`config.mk`:
```
export PLATFORM = sky130hd
export DESIGN_NAME = riscv_tag_violation_ctrl
export DESIGN_NICKNAME = d
export VERILOG_FILES = /design/src/rtl/riscv_tag_violation_ctrl_pkg.sv /design/src/rtl/riscv_tag_cause_enc.sv /design/src/rtl/riscv_tag_violation_ctrl.sv
export SDC_FILE = /design/constraint.sdc
export NUM_CORES = 1
export LEC_CHECK = 0
export CAP_MARGIN = 20
export CORE_MARGIN = 2
export CORE_UTILIZATION = 38
export CTS_CLUSTER_SIZE = 10
export DETAILED_ROUTE_END_ITERATION = 10
export PLACE_DENSITY = 0.8
export SYNTH_ARGS = -nofsm -noshare
export SYNTH_HDL_FRONTEND = slang
export SYNTH_SLANG_ARGS = --single-unit
```
`constraint.sdc`:
```
create_clock -name clk -period 1.7 [get_ports clk]
set_input_delay 0.34 -clock clk [delete_from_list [all_inputs] [get_ports clk]]
set_output_delay 0.34 -clock clk [all_outputs]
set_load 0.02 [all_outputs]
```
`src/rtl/riscv_tag_violation_ctrl_pkg.sv`:
```
// riscv_tag_violation_ctrl_pkg: cause-bit indices and FSM state type for the DIFT tag-violation controller
package riscv_tag_violation_ctrl_pkg;
  localparam int TAG_CAUSE_S1 = 0;
  localparam int TAG_CAUSE_S2 = 1;
  localparam int TAG_CAUSE_D  = 2;
  localparam int TAG_CAUSE_PC = 3;
  typedef enum logic [1:0] {TV_IDLE, TV_REQ, TV_HOLD} tag_viol_state_e;
endpackage

```
`src/rtl/riscv_tag_cause_enc.sv`:
```
// riscv_tag_cause_enc: combinational tag-check cause bitmap and violation flag
module riscv_tag_cause_enc (
  input  logic       valid_i,
  input  logic       enable_i,
  input  logic [3:0] check_i,
  input  logic [3:0] tag_i,
  output logic [3:0] cause_o,
  output logic       viol_o
);
  assign cause_o = check_i & tag_i;
  assign viol_o  = valid_i & enable_i & (|cause_o);
endmodule

```
`src/rtl/riscv_tag_violation_ctrl.sv`:
```
// riscv_tag_violation_ctrl: EX-stage DIFT tag-check sequencer with trap request, stall and violation log
module riscv_tag_violation_ctrl
  import riscv_tag_violation_ctrl_pkg::*;
#(
  parameter int CNT_W  = 8,
  parameter int STICKY = 1
) (
  input  logic             clk,
  input  logic             rst,
  input  logic             enable_i,
  input  logic             check_valid_i,
  input  logic             check_s1_i,
  input  logic             check_s2_i,
  input  logic             check_d_i,
  input  logic             check_pc_i,
  input  logic             tag_s1_i,
  input  logic             tag_s2_i,
  input  logic             tag_d_i,
  input  logic             tag_pc_i,
  input  logic [31:0]      pc_ex_i,
  input  logic [31:0]      instr_ex_i,
  input  logic             trap_ack_i,
  input  logic             clr_i,
  output logic             kill_wb_o,
  output logic             stall_o,
  output logic             trap_req_o,
  output logic             log_valid_o,
  output logic [31:0]      log_pc_o,
  output logic [31:0]      log_instr_o,
  output logic [3:0]       log_cause_o,
  output logic             log_ovf_o,
  output logic [CNT_W-1:0] viol_cnt_o
);
  tag_viol_state_e state_q;
  logic             stall_q, trap_q, lv_q, ovf_q, viol_raw, viol;
  logic [31:0]      pc_q, instr_q;
  logic [3:0]       cause_q, cause, chk, tag;
  logic [CNT_W-1:0] cnt_q, cnt_inc;
  assign chk[TAG_CAUSE_S1] = check_s1_i;
  assign chk[TAG_CAUSE_S2] = check_s2_i;
  assign chk[TAG_CAUSE_D]  = check_d_i;
  assign chk[TAG_CAUSE_PC] = check_pc_i;
  assign tag[TAG_CAUSE_S1] = tag_s1_i;
  assign tag[TAG_CAUSE_S2] = tag_s2_i;
  assign tag[TAG_CAUSE_D]  = tag_d_i;
  assign tag[TAG_CAUSE_PC] = tag_pc_i;
  riscv_tag_cause_enc u_enc (
    .valid_i (check_valid_i),
    .enable_i(enable_i),
    .check_i (chk),
    .tag_i   (tag),
    .cause_o (cause),
    .viol_o  (viol_raw)
  );
  // an instruction in EX while the trap is pending is already frozen, so it is not re-checked
  assign viol    = viol_raw & (state_q != TV_REQ);
  assign cnt_inc = (&cnt_q) ? cnt_q : cnt_q + CNT_W'(1);
  always_ff @(posedge clk) begin
    if (rst) begin
      state_q <= TV_IDLE;
      stall_q <= 1'b0;
      trap_q  <= 1'b0;
      lv_q    <= 1'b0;
      pc_q    <= '0;
      instr_q <= '0;
      cause_q <= '0;
      ovf_q   <= 1'b0;
      cnt_q   <= '0;
    end else begin
      case (state_q)
        TV_REQ: begin
          if (trap_ack_i) begin
            state_q <= (STICKY != 0) ? TV_HOLD : TV_IDLE;
            stall_q <= 1'b0;
            trap_q  <= 1'b0;
            if (STICKY == 0) begin
              lv_q    <= 1'b0;
              pc_q    <= '0;
              instr_q <= '0;
              cause_q <= '0;
              ovf_q   <= 1'b0;
            end
          end
        end
        default: begin
          if (viol) begin
            state_q <= TV_REQ;
            stall_q <= 1'b1;
            trap_q  <= 1'b1;
            // a same-cycle clear empties the log first, so the new violation becomes the first entry
            if (clr_i || !lv_q) begin
              lv_q    <= 1'b1;
              pc_q    <= pc_ex_i;
              instr_q <= instr_ex_i;
              cause_q <= cause;
              ovf_q   <= 1'b0;
              cnt_q   <= clr_i ? CNT_W'(1) : cnt_inc;
            end else begin
              ovf_q <= 1'b1;
              cnt_q <= cnt_inc;
            end
          end else if (clr_i) begin
            state_q <= TV_IDLE;
            lv_q    <= 1'b0;
            pc_q    <= '0;
            instr_q <= '0;
            cause_q <= '0;
            ovf_q   <= 1'b0;
            cnt_q   <= '0;
          end
        end
      endcase
    end
  end
  assign kill_wb_o   = viol;
  assign stall_o     = stall_q;
  assign trap_req_o  = trap_q;
  assign log_valid_o = lv_q;
  assign log_pc_o    = pc_q;
  assign log_instr_o = instr_q;
  assign log_cause_o = cause_q;
  assign log_ovf_o   = ovf_q;
  assign viol_cnt_o  = cnt_q;
endmodule
```
==> results.yml <==
worst_setup_path:
  r2r_start: "state_q[0]$_SDFFE_PP0P_"
  reg2reg_depth: 7
  cp.depth: 1
  cp-endpoint: "log_instr_o[25]"
  critPathTopFamily: "buffers and inverters"
  crit_path_top_delay_cell: "clkdlybuf4s50_1"
  reg2reg_slack_ps: 50
  critical_path.reg2reg.endpoint: "log_instr_o[13]$_SDFFE_PP0P_"
  slowest_delay_ps: 610
  required_ps: 1360
  cp_max_fo: 2
  start_kind: "flip-flop"
  path_cells: "clkdlybuf4s50_1"
  critPathBufInv: 1
  worstSetupEndpointType: "primary output"
  crit_start: "log_instr_o[25]$_SDFFE_PP0P_"
  cp.arrival_ps: 1320
  path_class: "reg -> out"
cts:
  path_clk_slew_ps: 80
  clock_latency_ps: 340
  numCtsBuffers: 9
  h-tree-depth: 3
  cts-root-buf: "clkbuf_8"
  ctsHoldBuffers: 0
  clkSinkCount: 81
  cts_tree: "built"
  clockBufferDepth: 2
logic_synthesis:
  synth.distinct_cells: 34
  yosysWarnings: 0
  yosys-top-cells-area: "dfxtp_1 (58%), a22o_1 (21%), buf_4 (1.6%)"
  synth_top_flop_cell: "dfxtp_1"
  synth-seq-cells: 81
  synth_nets: 312
  synthArstFlopShare: 0
  synth_top_area_cell: "dfxtp_1"
  yosysSeqAreaShare: 0.583
  postSynthCellCount: 233
  synth_area_per_cell_sq_um: 11.9
  synthDominantCellAreaShare: 0.583
  synth-edff-count: 0
  synth.cell_area_sq_mm: 0.00278
global_routing:
  grt_usage: 0.210
  grt_first_pass_wirelength_microns: 13100
  antenna_found_initial: 0
  grt_max_degree: 38
  grt_pass1_vias: 2608
  grt_overflow: 0
job:
  drv_cap: 0
routing:
  antenna_left: 0
  wl_per_cell_microns: 17.3
  drt_wl_total_microns: 9040
  viasPerCell: 5.20
  num_vias: 2714
  drtIter0Drc: 80
  dr.pass1.iters: 4
  drc: 0
sta:
  skew_ps: 7.34
  slew_headroom: 0.769
  fin_crit_ps: 1660
  fmax_ghz: 0.603
  setup_violations: 0
  fin_crit_sh: 0.975
  rsz0062_at_grt: "true"
  final_max_slew_viol_count: 0
  layout_setup_ws_ps: 42.1
  hold_viol: 0
  worstMarginPinSlew_ps: 342
placement:
  pre_cts_slack_ps: -501
  place.gp.congestion: 0.804
  dp_hpwl_microns: 5830
  numPortBuffers: 158
cells_and_area:
  area_growth_syn_to_layout_pct: 87.2
  nFillCells: 516
  layout.nets: 497
  num_antenna_cells: 0
  drive_gt1_frac: 0.142
floorplan:
  die_y_microns: 89.6
  fp.dieW_microns: 89.6
  coreArea_sq_mm: 0.00718
  start_util: 0.388
  num_io_pins: 159
  rows: 31
  dieArea_sq_mm: 0.00802
worst_hold_path:
  hold_start: "check_s1_i"
  hold_path_class: "in -> reg"
power_and_ir_drop:
  total_power_mw: 4.37
  pwr_density_cell_mw_per_mm2: 840
  p_leak_nw: 2.21
  vdd_drop_max_uv: 473
status:
  status: "finished clean"
-- power by group --
part | switching [mW] | internal, mW | leakage [nW]
sequential | 0.0377 | 1.96 | 0.658
combinational | 0.291 | 0.432 | 1.43
clock | 0.677 | 0.978 | 0.118
-- layout make-up --
cell class                      instances  area, sq um  area share
Timing Repair Buffer                  195         2160       0.415
Sequential cell                        81         1620       0.311
Multi-Input combinational cell        126         1050       0.201
Clock buffer                           11          131      0.0252
Tap cell                               99          124      0.0238
Clock inverter                          5          104      0.0199
Inverter                                5         18.8     0.00360
-- worst min-delay path by stage --
stage	end	cells past startpoint	slack, ps
2_1_floorplan	viol_cnt_o[6]$_SDFFE_PP0P_	1	420
3_3_place_gp	log_ovf_o$_SDFFE_PP0P_	1	450
6_report	log_cause_o[0]$_SDFFE_PP0P_	2	380
3_5_place_dp	log_cause_o[1]$_SDFFE_PP0P_	1	460
5_1_grt	log_cause_o[0]$_SDFFE_PP0P_	2	380
4_1_cts	log_cause_o[0]$_SDFFE_PP0P_	2	370
-- kinds of logic (layout without fill, tap and decap cells) --
kind of cell    count (synthesis)  in the layout  synth area share
mux                             1              1           0.00360
fa+ha+maj                       1              1           0.00450
flops                          81             81             0.583
buf+inv                        26            216            0.0522
simple gates                   23             23            0.0445
compound gates                101            101             0.312
-- through the flow --
step | cell area (sq um) | instances | TNS [ps] | hold slack (ps) | util
final | 5210 | 522 | 0 | 380 | 0.726
after global routing | 5210 | 522 | -19.2 | 377 | 0.726
after CTS | 5070 | 517 | -1280 | 367 | 0.706
after detailed placement | 4590 | 488 | -34320 | 455 | 0.639
after global placement | 4590 | 488 | -30540 | 448 | 0.639
after floorplan | 2780 | 233 | 0 | 418 | -
-- layout by cell type, fill, tap and decap left out, types with 5 or more instances in the layout --
cell / count
buf_4: 14
a211oi_1: 5
clkbuf_8: 9
dlygate4sd2_1: 13
a31oi_1: 5
buf_6: 5
and3_1: 5
buf_16: 5
inv_1: 5
dlymetal6s2s_1: 11
buf_12: 8
a22o_1: 66
clkdlybuf4s50_1: 131
dfxtp_1: 80
-- per-layer routing --
layer,routed length (microns),part of all wire,up-vias,track usage
met1,3720,0.41,1307,0.267
li1,-,-,1281,-
met5,0,0,-,0
met2,4650,0.51,117,0.350
met3,589,0.065,9,0.0676
met4,76,0.0084,0,0.0488
-- cells in the mapped netlist, types with 4 or more instances --
library cell	instances
dfxtp_1	81
a211oi_1	5
and3_1	5
a31oi_1	5
a22o_1	66
clkbuf_1	5
buf_2	8
nand2_1	4
nand3_1	4
a32o_1	4
inv_1	5
buf_4	6
-- sequential cells by signal (all words and copies together) (netlist names) --
register / cells
viol_cnt_o: 8
state_q: 2
log_cause_o: 4
log_ovf_o: 1
trap_req_o: 1
log_pc_o: 32
log_instr_o: 32
log_valid_o: 1
-- repair_timing --
action / in CTS / in global routing
cloned: 5 / 6
hold endpoints to repair: 0 / 0
pin swaps: 41 / 9
setup buffers: 10 / 0
gates resized for setup: 34 / 14
endpoints found under the setup margin: 77 / 79
(Power assumes the default switching activity.)
